### src/rtl/game_flow_fsm.sv
// Match sequencer: start / countdown / play / win / lose flow, both players'
// health with per-player hit cooldown, and the screen-select flags for the display mux.
module game_flow_fsm #(
    parameter int HEALTH_MAX       = 100,
    parameter int HIT_DAMAGE       = 10,
    parameter int COOLDOWN_FRAMES  = 30,
    parameter int COUNTDOWN_FRAMES = 180,
    parameter int END_HOLD_FRAMES  = 300
) (
    input  logic       clk_in,
    input  logic       rst_in,
    input  logic       frame_tick_in,
    input  logic       start_btn_in,
    input  logic       player_hit_in,
    input  logic       opponent_hit_in,
    output logic       start_display_out,
    output logic       game_active_out,
    output logic       end_win_out,
    output logic       end_lose_out,
    output logic [7:0] player_health_out,
    output logic [7:0] opponent_health_out,
    output logic [1:0] countdown_out
);

    localparam int FRAME_MAX_A = (COOLDOWN_FRAMES > COUNTDOWN_FRAMES) ? COOLDOWN_FRAMES : COUNTDOWN_FRAMES;
    localparam int FRAME_MAX   = (FRAME_MAX_A > END_HOLD_FRAMES) ? FRAME_MAX_A : END_HOLD_FRAMES;
    localparam int CNT_W       = $clog2(FRAME_MAX) + 1;

    localparam logic [7:0]       HEALTH_INIT = 8'(HEALTH_MAX);
    localparam logic [7:0]       DAMAGE      = 8'(HIT_DAMAGE);
    localparam logic [CNT_W-1:0] CD_LOAD     = CNT_W'(COOLDOWN_FRAMES);
    localparam logic [CNT_W-1:0] CNT_LAST    = CNT_W'(COUNTDOWN_FRAMES - 1);
    localparam logic [CNT_W-1:0] HOLD_END    = CNT_W'(END_HOLD_FRAMES);
    localparam logic [CNT_W-1:0] THIRD_1     = CNT_W'(COUNTDOWN_FRAMES / 3);
    localparam logic [CNT_W-1:0] THIRD_2     = CNT_W'((2 * COUNTDOWN_FRAMES) / 3);
    localparam logic [CNT_W-1:0] ONE         = CNT_W'(1);

    typedef enum logic [2:0] {
        S_IDLE,
        S_COUNTDOWN,
        S_PLAY,
        S_WIN,
        S_LOSE
    } state_t;

    state_t           state, state_n;
    logic [CNT_W-1:0] frame_cnt, frame_cnt_n;
    logic [CNT_W-1:0] player_cd, player_cd_n;
    logic [CNT_W-1:0] opponent_cd, opponent_cd_n;
    logic [7:0]       player_health_n, opponent_health_n;
    logic             start_prev;
    logic             start_edge;
    logic             player_hit_ok;
    logic             opponent_hit_ok;

    function automatic logic [7:0] sat_sub_damage(input logic [7:0] health);
        return (health > DAMAGE) ? (health - DAMAGE) : 8'd0;
    endfunction

    function automatic logic [CNT_W-1:0] cooldown_step(input logic [CNT_W-1:0] cd, input logic tick);
        return (tick && (cd != '0)) ? (cd - ONE) : cd;
    endfunction

    function automatic logic [1:0] countdown_digit(input logic [CNT_W-1:0] cnt);
        if (cnt < THIRD_1) return 2'd3;
        if (cnt < THIRD_2) return 2'd2;
        return 2'd1;
    endfunction

    assign start_edge = start_btn_in && !start_prev;

    // Cooldown gate uses the pre-decrement value, so a hit on the expiring tick is still rejected.
    assign player_hit_ok   = (state == S_PLAY) && player_hit_in && (player_cd == '0);
    assign opponent_hit_ok = (state == S_PLAY) && opponent_hit_in && (opponent_cd == '0);

    always_comb begin
        state_n           = state;
        frame_cnt_n       = frame_cnt;
        player_cd_n       = player_cd;
        opponent_cd_n     = opponent_cd;
        player_health_n   = player_health_out;
        opponent_health_n = opponent_health_out;

        case (state)
            S_IDLE: begin
                if (start_edge) begin
                    state_n           = S_COUNTDOWN;
                    frame_cnt_n       = '0;
                    player_cd_n       = '0;
                    opponent_cd_n     = '0;
                    player_health_n   = HEALTH_INIT;
                    opponent_health_n = HEALTH_INIT;
                end
            end

            S_COUNTDOWN: begin
                if (frame_tick_in) begin
                    if (frame_cnt == CNT_LAST) begin
                        state_n     = S_PLAY;
                        frame_cnt_n = '0;
                    end else begin
                        frame_cnt_n = frame_cnt + ONE;
                    end
                end
            end

            S_PLAY: begin
                if (player_hit_ok) begin
                    player_health_n = sat_sub_damage(player_health_out);
                    player_cd_n     = CD_LOAD;
                end else begin
                    player_cd_n = cooldown_step(player_cd, frame_tick_in);
                end

                if (opponent_hit_ok) begin
                    opponent_health_n = sat_sub_damage(opponent_health_out);
                    opponent_cd_n     = CD_LOAD;
                end else begin
                    opponent_cd_n = cooldown_step(opponent_cd, frame_tick_in);
                end

                // Decided on the registered healths: the match ends the cycle after the killing hit,
                // and a simultaneous knockout resolves as a loss.
                if (player_health_out == 8'd0) begin
                    state_n     = S_LOSE;
                    frame_cnt_n = '0;
                end else if (opponent_health_out == 8'd0) begin
                    state_n     = S_WIN;
                    frame_cnt_n = '0;
                end
            end

            S_WIN, S_LOSE: begin
                if (start_edge && (frame_cnt == HOLD_END)) begin
                    state_n = S_IDLE;
                end else if (frame_tick_in && (frame_cnt != HOLD_END)) begin
                    frame_cnt_n = frame_cnt + ONE;
                end
            end

            default: begin
                state_n = S_IDLE;
            end
        endcase
    end

    always_ff @(posedge clk_in) begin
        if (!rst_in) begin
            state               <= S_IDLE;
            frame_cnt           <= '0;
            player_cd           <= '0;
            opponent_cd         <= '0;
            player_health_out   <= HEALTH_INIT;
            opponent_health_out <= HEALTH_INIT;
            start_prev          <= 1'b1;
            start_display_out   <= 1'b1;
            game_active_out     <= 1'b0;
            end_win_out         <= 1'b0;
            end_lose_out        <= 1'b0;
            countdown_out       <= 2'd0;
        end else begin
            state               <= state_n;
            frame_cnt           <= frame_cnt_n;
            player_cd           <= player_cd_n;
            opponent_cd         <= opponent_cd_n;
            player_health_out   <= player_health_n;
            opponent_health_out <= opponent_health_n;
            start_prev          <= start_btn_in;
            // Flags are registered from the next state so they switch on the same edge as the state.
            start_display_out   <= (state_n == S_IDLE) || (state_n == S_COUNTDOWN);
            game_active_out     <= (state_n == S_PLAY);
            end_win_out         <= (state_n == S_WIN);
            end_lose_out        <= (state_n == S_LOSE);
            countdown_out       <= (state_n == S_COUNTDOWN) ? countdown_digit(frame_cnt_n) : 2'd0;
        end
    end

endmodule

### config.mk
export PLATFORM = sky130hd
export DESIGN_NAME = game_flow_fsm
export DESIGN_NICKNAME = d
export VERILOG_FILES = /design/src/rtl/game_flow_fsm.sv
export SDC_FILE = /design/constraint.sdc
export NUM_CORES = 1
export LEC_CHECK = 0
export CORE_UTILIZATION = 45
export DETAILED_ROUTE_END_ITERATION = 16
export PLACE_DENSITY = 0.77
export SLEW_MARGIN = 10
export SYNTH_ARGS = -nofsm -noshare
export SYNTH_HDL_FRONTEND = slang
export SYNTH_SLANG_ARGS = --single-unit
### constraint.sdc
create_clock -name clk_in -period 3.57 [get_ports clk_in]
set_input_delay 0.714 -clock clk_in [delete_from_list [all_inputs] [get_ports clk_in]]
set_output_delay 0.714 -clock clk_in [all_outputs]
set_load 0.005 [all_outputs]
Word-level counts from Yosys, hierarchy flattened
Index checks and enable logic that the tools add are counted.
{"block": "op_classes", "n_eq_ne": 16, "n_reduce_logical": 26, "mux": 38, "magnitude_cmp": 4, "addsub": 5}
{"op": "two-way mux 10 bit", "n": 12}
{"op": "two-way mux 8 bit", "n": 5}
{"op": "case mux 10 bit (2 select lines)", "n": 2}
{"op": "case mux 10 bit (4 select lines)", "n": 1}
{"op": "case mux 8 bit (2 select lines)", "n": 2}
{"op": "logical NOT 10 bit", "n": 2}
{"op": "nonzero test 10 bit", "n": 2}
{"op": "subtractor 10 x 1 -> 10 bit (second input constant)", "n": 2}
{"op": "two-way mux 3 bit", "n": 6}
{"op": "greater-than comparator 8 x 4 -> 1 bit (second input constant)", "n": 2}
{"op": "logical NOT 8 bit", "n": 2}
{"op": "subtractor 8 x 4 -> 8 bit (second input constant)", "n": 2}
{"op": "equality test 3 x 2 -> 1 bit (second input constant)", "n": 4}
{"op": "case mux 3 bit (4 select lines)", "n": 1}
{"op": "AND reduction 3 bit", "n": 4}
{"op": "adder 10 x 1 -> 10 bit (second input constant)", "n": 1}
{"op": "equality test 10 x 8 -> 1 bit (second input constant)", "n": 1}
{"op": "equality test 10 x 9 -> 1 bit (second input constant)", "n": 1}
{"op": "less-than comparator 10 x 6 -> 1 bit (second input constant)", "n": 1}
{"op": "less-than comparator 10 x 7 -> 1 bit (second input constant)", "n": 1}
{"op": "!= test 10 x 9 -> 1 bit (second input constant)", "n": 1}
{"op": "logical AND 1 bit", "n": 9}
{"op": "two-way mux 2 bit", "n": 4}
{"op": "equality test 3 x 1 -> 1 bit (second input constant)", "n": 2}
{"op": "other kinds (10)", "n": 19}
{"block": "totals", "inputBits": 6, "wordCells": 101, "out_inout_bits": 22, "register_bits": 56}

Longest topological paths before layout
Gate-level depths: netlist (run 1).
{"block": "logic_depth", "word_depth": 12, "ltp_mapped": 9, "mapped_depth_nobuf": 9}

Worst setup path after synthesis (run 1)
Ideal clock, no wire load.
{"block": "synth_timing", "kind": "register to register", "from": "register frame_cnt[0]", "to": "register countdown_out[0]", "path_buffers": 1, "stages_incl_launch_ff": 10, "setup_ns": 0.130, "synth_period_minus_slack_ns": 2.315, "arrival_ns": 2.185, "slack_ns": 1.255, "required_time_ns": 3.440, "path_cell_list": "dfxtp_1 ha_1 and4bb_2 and3_1 clkbuf_1 o32ai_1 a41oi_1 nor4_1 a2111o_1 o211ai_2"}
{"block": "synth_via", "elab_chain_len": 11, "elab_cells_between_ends": 30, "classes_between": "add/sub: 1; order compare: 2; eq/ne: 4; mux: 20; reduce/logical: 3"}
{"element": "start, declared", "line_no": "47", "rtl": "logic [CNT_W-1:0] frame_cnt, frame_cnt_n;"}
{"element": "start signal, assigned", "line_no": "163", "rtl": "frame_cnt <= frame_cnt_n;"}
{"element": "parallel branches: the longest is 11 deep, another holds adder 10 x 1 -> 10 bit"}
{"element": "end signal, assigned", "line_no": "174", "rtl": "countdown_out <= (state_n == S_COUNTDOWN) ? countdown_digit(frame_cnt_n) : 2'd0;"}
{"element": "end, declared", "line_no": "22", "rtl": "output logic [1:0] countdown_out"}
Parallel ways; which one is timed is not known. The select of a mux whose other input is x is not followed.
A chain may end at the register's enable or synchronous reset.

Worst setup path after layout (run 1)
{"block": "layout_timing", "from": "input port frame_tick_in", "to": "register countdown_out[0]"}
{"block": "layout_via", "elab_chain_len": 10, "elab_cells_between_ends": 19, "classes_between": "order compare: 2; eq/ne: 1; mux: 14; reduce/logical: 2"}
{"element": "start, declared", "line_no": "12", "rtl": "input logic frame_tick_in,"}
{"element": "logical AND 1 bit", "line_no": "136", "rtl": "end else if (frame_tick_in && (frame_cnt != HOLD_END)) begin"}
{"element": "two-way mux 10 bit", "line_no": "136"}
{"element": "two-way mux 10 bit", "line_no": "134", "rtl": "if (start_edge && (frame_cnt == HOLD_END)) begin"}
{"element": "case mux 10 bit (4 select lines)", "line_no": "84", "rtl": "case (state)"}
{"element": "less-than comparator 10 x 7 -> 1 bit", "line_no": "66", "rtl": "if (cnt < THIRD_2) return 2'd2;"}
{"element": "two-way mux 1 bit (2 in series)", "line_no": "66"}
{"element": "two-way mux 1 bit", "line_no": "148", "rtl": "if (!rst_in) begin"}
{"element": "two-way mux 2 bit", "line_no": "67", "rtl": "return 2'd1;"}
{"element": "two-way mux 2 bit", "line_no": "66"}
Parallel ways exist; a longest one is shown, timed or not. The select of a mux whose other input is x is not followed.

==> summary by stage, run 1 <==
Worst setup path
STA classifies the critical path endpoint as a register. The data arrival at the endpoint of the critical path is 3.10 ns. For flop-to-flop paths, the worst setup slack is between 0.7 and 0.8 ns. The launch instance of the worst register-to-register path is state[1]$_SDFF_PN0_. The first element of the critical path is frame_tick_in. Of all nets on the critical path, the largest fanout is 7. The worst setup path is of the in2reg kind. The terminus of the critical flop-to-flop path is countdown_out[0]$_SDFF_PN0_. The cell count of the worst reg-to-reg path is 8. The most critical setup path has its endpoint at countdown_out[0]$_SDFF_PN0_.

The critical path startpoint category is a primary input. The required time of the critical path is about 3.8 ns.

Clock network
The clock passes through at most 2 buffers. In this run the clock root is driven by a sky130_fd_sc_hd__clkbuf_8. The total number of H-tree levels is 2.

Clock-pin slew was measured on the worst setup and hold paths at roughly 0.090 ns. The number of hold-repair buffers added at the cts stage is 0. The number of buffers added for setup after CTS is 0. TritonCTS built the clock tree.

The clock latency on the worst-skew pair is about 0.31 ns. TritonCTS created 5 clock buffers. The tree built by TritonCTS fans out to 54 sinks.

In this run, post-CTS repair resized a total of 0 instances.

Placement
The quantity of I/O buffers inserted on ports is 25. Detailed placement ended at an HPWL of 5.25 mm. The congestion estimate from routability-driven global placement came to 0.925. The pre-CTS worst setup slack is around 0.42 ns. Including well taps, the total number of placed cells is between 400 and 500.

Min path
The path class of the tightest hold or removal check is reg2reg.

Yosys
The average cell area after synthesis is approximately 8.2 um2. Ranked by total cell area, the synthesized netlist is headed by sky130_fd_sc_hd__dfxtp_1, sky130_fd_sc_hd__nor2_1, sky130_fd_sc_hd__o21ai_0. The sequential-to-total area share from yosys stat is a little over a third.

Summing every instance area after synthesis gives around 3100 um2. The register bit total from synthesis is 54. The gate count of the mapped netlist is approximately 370. The most common flop cell mapped by yosys is sky130_fd_sc_hd__dfxtp_1. The number of distinct standard cells referenced by the synthesized netlist is 70. The biggest area contributor in the post-synthesis netlist is sky130_fd_sc_hd__dfxtp_1. The number of enable flip-flop cells after synthesis is 0. The synthesis warning total is 0. The async set or reset register ratio after synthesis is 0%. The share of the synthesized area in the top cell type is roughly 35%.

Floorplanning
The height of the chip is between 80 and 90 um. Once the floorplan was initialized, standard cells occupied between 40% and 50% of the core. The floorplan step defined a die boundary enclosing around 7100 um2.

Pin placement for this block handled 28 I/O pins. The number of standard-cell rows in the floorplan is 29. The core region is approximately 6500 um2. The die boundary width is approximately 84 um.

Cells and area
The finished layout holds 475 standard cells, fillers aside. Relative to the synthesized area, the layout overhead comes to 13.3%. The fraction of layout cells with a size suffix above 1 is about 6.8%.

The repair_antennas step left the layout with diodes totalling 0. The number of nets in the layout is 410. The multi-input combinational cells in the finished layout cover a total of 1850 um2. The layout has 617 filler cells. The sequential cells in the finished layout cover a total of between 1000 and 1500 um2.

Global route
The first global-routing pass estimated about 12 mm of wire. The global routing stage identified its most utilized layer as met2. The initial antenna violation count is 0.

Global routing used 34.3% of the available met2 tracks. After global routing the overflow that remains totals 0. The maximum number of pins on one net before global-route repair is 20. The via count of the first global-routing pass was approximately 2600.

Global routing consumed, on the met1 layer, between 20 and 30% of the routing resources. In the global route stage, overall resource usage came out at roughly a fifth. The met3 global-route usage is 3.54%.

Power and ir drop
The peak supply drop is between 0.00015 and 0.0002 V. The leakage power figure is about 1.2 nW. In this run the power density over the cells is 334 nW/um2.

Status
The flow ran to the end, and the final reports show no timing, DRC or antenna violations.

Timing
Timing would allow up to approximately 340 MHz. Setup repair after global routing left no endpoint under its margin. The slack of the critical path is about 0.66 ns. Subtracting the final worst setup slack from the clock period gives 2.91 ns. The number of setup violations in the final report is 0.

At the pin with the least slew margin, the transition time is between 0.8 and 0.9 ns. The setup clock skew after layout is around 0.0046 ns. The max-slew headroom at the worst pin is approximately 43%. Summed over all failing endpoints, the final setup total negative slack is 0 ns. The number of hold-slack violations in the final timing report came to 0. The total count of max-transition violations in the final report is 0. After layout, the worst path uses 81.4% of the clock period.

Drt
The post-route antenna net violation count is 0. In this run, the number of DRC markers left after iteration 0 of detailed routing was a little over 200. The routed layout has 2835 vias. The routed design has 7.17 mm of wire.

In the routed design, unresolved DRC markers number 0. After detailed routing, the number of vias per cell comes to between 5 and 6. In the final routed layout, each cell accounts on average for about 15 um. The count of TritonRoute iterations in the first routing pass is 4.

Flow run
Max-cap violations in this run came to 0.
## layout by cell type (no fill, tap or decap), types with 10 or more instances in the layout
master	netlist	final
sky130_fd_sc_hd__nor2b_1	12	12
sky130_fd_sc_hd__a21oi_1	13	13
sky130_fd_sc_hd__inv_1	19	19
sky130_fd_sc_hd__xnor2_1	11	11
sky130_fd_sc_hd__nor2_1	44	44
sky130_fd_sc_hd__nor3_1	11	11
sky130_fd_sc_hd__nand2_1	27	27
sky130_fd_sc_hd__o21ai_0	29	29
sky130_fd_sc_hd__dfxtp_1	54	54
sky130_fd_sc_hd__nand3_1	10	10
sky130_fd_sc_hd__clkdlybuf4s50_1	0	25
## critical path, cell delays in order
cell	delay (ns)
sky130_fd_sc_hd__clkdlybuf4s50_1	0.65
sky130_fd_sc_hd__inv_1	0.16
sky130_fd_sc_hd__o32ai_1	0.29
sky130_fd_sc_hd__buf_4	0.18
sky130_fd_sc_hd__a41oi_1	0.14
sky130_fd_sc_hd__nor4_1	0.59
sky130_fd_sc_hd__a2111o_1	0.28
sky130_fd_sc_hd__o211ai_2	0.09
## cells in the mapped netlist (all sizes together) (2+ instances only)
library cell   n
inv           19
nor2          44
o21a           2
nor4bb         2
a22oi          2
nand4b         3
xnor2         11
nand2         27
nor3          12
nor3b         10
a31oi          3
or2            2
nand3         10
and2           8
mux2i          2
nor2b         12
o21ai         30
nor4b          2
nand4          2
or3b           2
or4            5
a21boi         4
nand2b         7
a21oi         13
ha             6
nor4          10
o211ai         9
or3            4
and3           4
buf            4
a211oi         5
a211o          2
dfxtp         54
xor2           8
o41ai          3
clkbuf         8
## worst min-delay path by stage
stage	from	end	slack [ns]	depth (start not counted)
3_3_place_gp	opponent_cd[4]$_SDFFE_PN0P_	opponent_cd[4]$_SDFFE_PN0P_	0.48	2
2_1_floorplan	opponent_cd[4]$_SDFFE_PN0P_	opponent_cd[4]$_SDFFE_PN0P_	0.46	2
6_report	opponent_cd[9]$_SDFFE_PN0P_	opponent_cd[9]$_SDFFE_PN0P_	0.51	2
4_1_cts	opponent_cd[4]$_SDFFE_PN0P_	opponent_cd[4]$_SDFFE_PN0P_	0.50	2
5_1_grt	opponent_cd[4]$_SDFFE_PN0P_	opponent_cd[4]$_SDFFE_PN0P_	0.55	2
3_5_place_dp	opponent_cd[4]$_SDFFE_PN0P_	opponent_cd[4]$_SDFFE_PN0P_	0.49	2
## layer usage
metal / share of wire (%) / up-vias
met4: 1.6 / 0
met5: 0 / -
met2: 47 / 69
met1: 47 / 1356
li1: - / 1398
met3: 4.0 / 12
## sequential cells by signal, indices dropped and copies added (netlist names)
name and flops:
start_display_out 1, countdown_out 2, frame_cnt 10, game_active_out 1, end_win_out 1, opponent_cd 10, player_cd 10, end_lose_out 1
start_prev 1, opponent_health_out 7, state 3, player_health_out 7
## stage by stage
step | hold WS (ns) | utilization (%) | cell area (um2) | total power (W)
after CTS | 0.504 | 53.6 | 3460 | 0.00116
after detailed placement | 0.487 | 52.4 | 3380 | 0.000839
after floorplan | 0.462 | - | 3060 | 0.000786
final | 0.506 | 53.6 | 3460 | 0.00115
after global routing | 0.553 | 53.6 | 3460 | 0.00122
after global placement | 0.481 | 52.4 | 3380 | 0.000833
## power breakdown
group / internal, W / total [W] / switching [W]
clock network: 0.000135 / 0.000328 / 0.000193
registers: 0.000624 / 0.000652 / 0.0000274
logic: 0.0000812 / 0.000175 / 0.0000939
total: 0.000840 / 0.00115 / 0.000314
## cell families (layout without fill, tap and decap cells)
group           count (synthesis)  after routing  synth area share [%]
buf+inv                        31             55                  4.13
fa+ha+maj                       6              6                  2.46
mux                             2              2                 0.655
xor+xnor                       19             19                  5.44
compound gates                 88             88                  20.5
flops                          54             54                  35.4
simple gates                  172            172                  31.3
other cells                     1              2                 0.123
## area by class of cell
type,count,share of cell area [%]
Clock inverter,1,0.217
Timing Repair Buffer,29,8.10
Tap cell,77,2.78
Sequential cell,54,31.2
Clock buffer,6,2.10
Multi-Input combinational cell,289,53.5
Inverter,19,2.06
Note: power is estimated with default switching activity, not from simulation.
==> run 2, diff against run 1 <==
Clock period 3.57 ns to 2.8 ns, I/O delays scaled along.
==> run 2 against run 1 <==
Against the previous run: cell area rose by 2.7%; sequential share of layout area fell by 0.83 points; non-clock buffer count rose by 10; hold slack got worse by 0.0085 ns; critical endpoint unchanged; highest routed layer unchanged; clock skew rose by 0.0028 ns; clock-buffer cell count rose by 1; largest power group unchanged; clock power rose by 38%.
==> summary by stage, run 2 (synthesis results as in run 1) <==
Placement
The final HPWL from detailed placement was 5.25 mm (+0.10%). The placed instance count is 478 (+2.1%). The weighted congestion at the end of routability-driven global placement was 0.907 (-1.9%). The quantity of I/O buffers inserted on ports was 25 (unchanged).

Floorplanning
The area of the core region is 6460 um2 (unchanged). The height of the chip is 84.4 um (unchanged). The starting density of the core came to 47.3% (unchanged). The number of standard-cell rows in the floorplan is 29 (unchanged). The die boundary width is 84.4 um (unchanged). The top-level I/O count is 28 (unchanged).

The die area was 7130 um2 (unchanged).

Min path
The worst hold path terminates at opponent_cd[4]$_SDFFE_PN0P_. The worst hold path belongs to the class reg2reg. In this run the most critical hold path is launched from opponent_cd[4]$_SDFFE_PN0P_.

The number of cells traversed by the worst hold path is 2 (unchanged).

Timing
The number of setup violations in the final report came to 0 (unchanged). Setup repair after global routing left no endpoint under its margin. The final sum of negative setup slack is 0 ns (unchanged). The final critical path time including I/O delays and setup is between 2 and 3 ns. The total count of max-transition violations in the final report came to 0 (unchanged).

The transition time of the tightest slew-check pin came to 0.819 ns (-0.0311 ns). The max-slew headroom at the worst pin was 45.4% (+2.1 points). The final period utilization is around 92%. The tightest hold margin is 0.498 ns (-0.00851 ns). Static timing analysis puts the maximum clock frequency at slightly below 400 MHz. The number of hold-slack violations in the final timing report is 0 (unchanged). The setup clock skew after layout came to 0.00740 ns (+0.00281 ns).

Cells and area
The fraction of layout cells with a size suffix above 1 is 9.78% (+3.0 points). The area growth from synthesis to layout is 16.4%. The total of fill cells in the finished design is 604 (-2.1%). The final antenna diode count is 0 (unchanged). The library cells used most frequently in the layout, excluding fill and tap cells, are sky130_fd_sc_hd__dfxtp_1, sky130_fd_sc_hd__nor2_1, sky130_fd_sc_hd__o21ai_0.

The area used by sequential logic in the layout was 1080 um2 (unchanged). The number of nets in the layout is 420 (+2.4%). The leading cell type in the layout, fill and taps excluded is sky130_fd_sc_hd__dfxtp_1. The largest registers in the layout are frame_cnt (10), opponent_cd (10), player_cd (10). The area occupied by multi-input gates is 1860 um2 (+0.47%). The number of non-filler instances in the completed layout is 486 (+2.3%).

Drt
The total DRC errors in the routed layout is 0 (unchanged). The count of TritonRoute iterations in the first routing pass is 4 (unchanged). The total wire length is 7.09 mm (-1.1%). The post-route antenna net violation count came to 0 (unchanged). The detail-routed via count per cell is 5.76 (-3.5%). The via total after detailed routing is 2799 (-1.3%). The average wire per cell in the routed design is 14.6 um (-3.3%). The DRC marker count from the first detailed-route iteration is 143 (-30%).

Clock network
The clock latency on the worst-skew pair is 0.31 ns (about the same). The clock buffer count from CTS is 5 (unchanged). The buffer depth of the longest clock path is 2 (unchanged). The cell at the root of the clock tree is sky130_fd_sc_hd__clkbuf_8. The sink count of the clock tree was 54 (unchanged). The clock transition at the registers of the reported paths is 0.09 ns (about the same). The total number of H-tree levels is 2 (unchanged).

The TritonCTS clock tree is done.

Worst setup path
The data arrival at the endpoint of the critical path is 2.78 ns (-0.32 ns). The terminus of the critical flop-to-flop path is countdown_out[0]$_SDFF_PN0_. The critical-path maximum fanout is 7 (unchanged). The worst setup path is launched from a register. The category of the most critical setup path is reg2reg.

The setup slack of the worst register-to-register path is 0.21 ns (-0.51 ns). The required time of the critical path is 2.99 ns (-0.77 ns). In this run the critical register-to-register path is launched from frame_cnt[0]$_SDFFE_PN0P_.

The nature of the critical path endpoint is a register. The cell count of the worst reg-to-reg path is 8 (unchanged).

Global route
The overall overflow remaining after global route is 0 (unchanged). The met3 global-route usage is 3.54% (unchanged). The global routing stage identified its most utilized layer as met2. The global-route met1 utilization came to 27.4% (-1.1 points). The initial antenna violation count is 0 (unchanged). The global-route wire length before repair came to 12.0 mm (-1.3%). The met2 routing resource usage after global routing is 33.8% (-0.45 points).

The all-layer global routing usage came to 20.4% (-0.56 points). The maximum number of pins on one net before global-route repair is 34 (+70%). The via count of the first global-routing pass was 2577 (+0.12%).

Status
The run finished with clean final reports.

Power and ir drop
The leakage power figure came to 1.30 nW (+5.5%). The peak supply drop came to 0.000196 V (+16%). The ratio of total power to cell area came to 426 nW/um2 (+28%).

Flow run
The number of max-cap violations is 0 (unchanged).
run 2: cell count changes in the layout (fill, tap and decap cells not counted):
cell,previous run,this run
sky130_fd_sc_hd__buf_4,4,14
sky130_fd_sc_hd__a21oi_1,13,12
sky130_fd_sc_hd__a21oi_2,0,1
sky130_fd_sc_hd__clkbuf_8,5,6
sky130_fd_sc_hd__clkinv_2,0,1
sky130_fd_sc_hd__clkinvlp_4,1,0
sky130_fd_sc_hd__nor3b_1,9,8
sky130_fd_sc_hd__nor3b_2,1,2
run 2: how the worst max path moves through the flow:
stage,startpoint,to,depth (start not counted)
6_report,frame_cnt[0]$_SDFFE_PN0P_,countdown_out[0]$_SDFF_PN0_,8
2_1_floorplan,frame_cnt[0]$_SDFFE_PN0P_,countdown_out[0]$_SDFF_PN0_,9
3_5_place_dp,start_btn_in,countdown_out[0]$_SDFF_PN0_,9
5_1_grt,frame_cnt[0]$_SDFFE_PN0P_,countdown_out[1]$_SDFF_PN0_,8
3_3_place_gp,player_hit_in,player_cd[5]$_SDFFE_PN0P_,8
4_1_cts,state[0]$_SDFF_PN0_,countdown_out[0]$_SDFF_PN0_,7
run 2: repair_timing:
action,in CTS,in global routing
hold buffers,0,0
setup buffers,0,0
setup endpoints to repair,0,2
resized for setup,0,2
run 2: layout make-up:
type	count	share of cell area, %
multi-input combinational	289	52.3
sequential	54	30.4
timing repair buffer	39	9.99
tap	77	2.71
clock buffer	7	2.43
inverter	19	2.00
clock inverter	1	0.141
run 2: where the power goes:
group / internal (W) / leakage (nW) / switching, W / total (W)
registers: 0.000796 / 0.438 / 0.0000331 / 0.000829
clock network: 0.000200 / 0.0482 / 0.000253 / 0.000453
logic: 0.000111 / 0.810 / 0.000121 / 0.000232
total: 0.00111 / 1.30 / 0.000407 / 0.00151
run 2: metal layers:
metal	wire [um]	part of all wire, %
met5	0	0
met4	80	1.1
met3	300	4.2
met2	3300	47
met1	3410	48
run 2: through the flow:
step / area [um2] / utilization, % / setup slack [ns] / power [W]
3_3_place_gp: 3460 / 53.5 / 0.185 / 0.00107
3_5_place_dp: 3460 / 53.5 / 0.107 / 0.00108
4_1_cts: 3550 / 54.9 / 0.236 / 0.00153
2_1_floorplan: 3060 / - / 0.485 / 0.00100
5_1_grt: 3560 / 55.1 / 0.0613 / 0.00159
6_report: 3560 / 55.1 / 0.213 / 0.00151
run 2: critical path, cell delays in order, from the launching register on:
cell                       delay (ns)
sky130_fd_sc_hd__dfxtp_1         0.36
sky130_fd_sc_hd__ha_1            0.27
sky130_fd_sc_hd__and4bb_2        0.27
sky130_fd_sc_hd__and3_1          0.25
sky130_fd_sc_hd__o21ai_0         0.42
sky130_fd_sc_hd__a211oi_2        0.15
sky130_fd_sc_hd__nor4_1          0.43
sky130_fd_sc_hd__a2111o_1        0.25
sky130_fd_sc_hd__o211ai_2        0.08
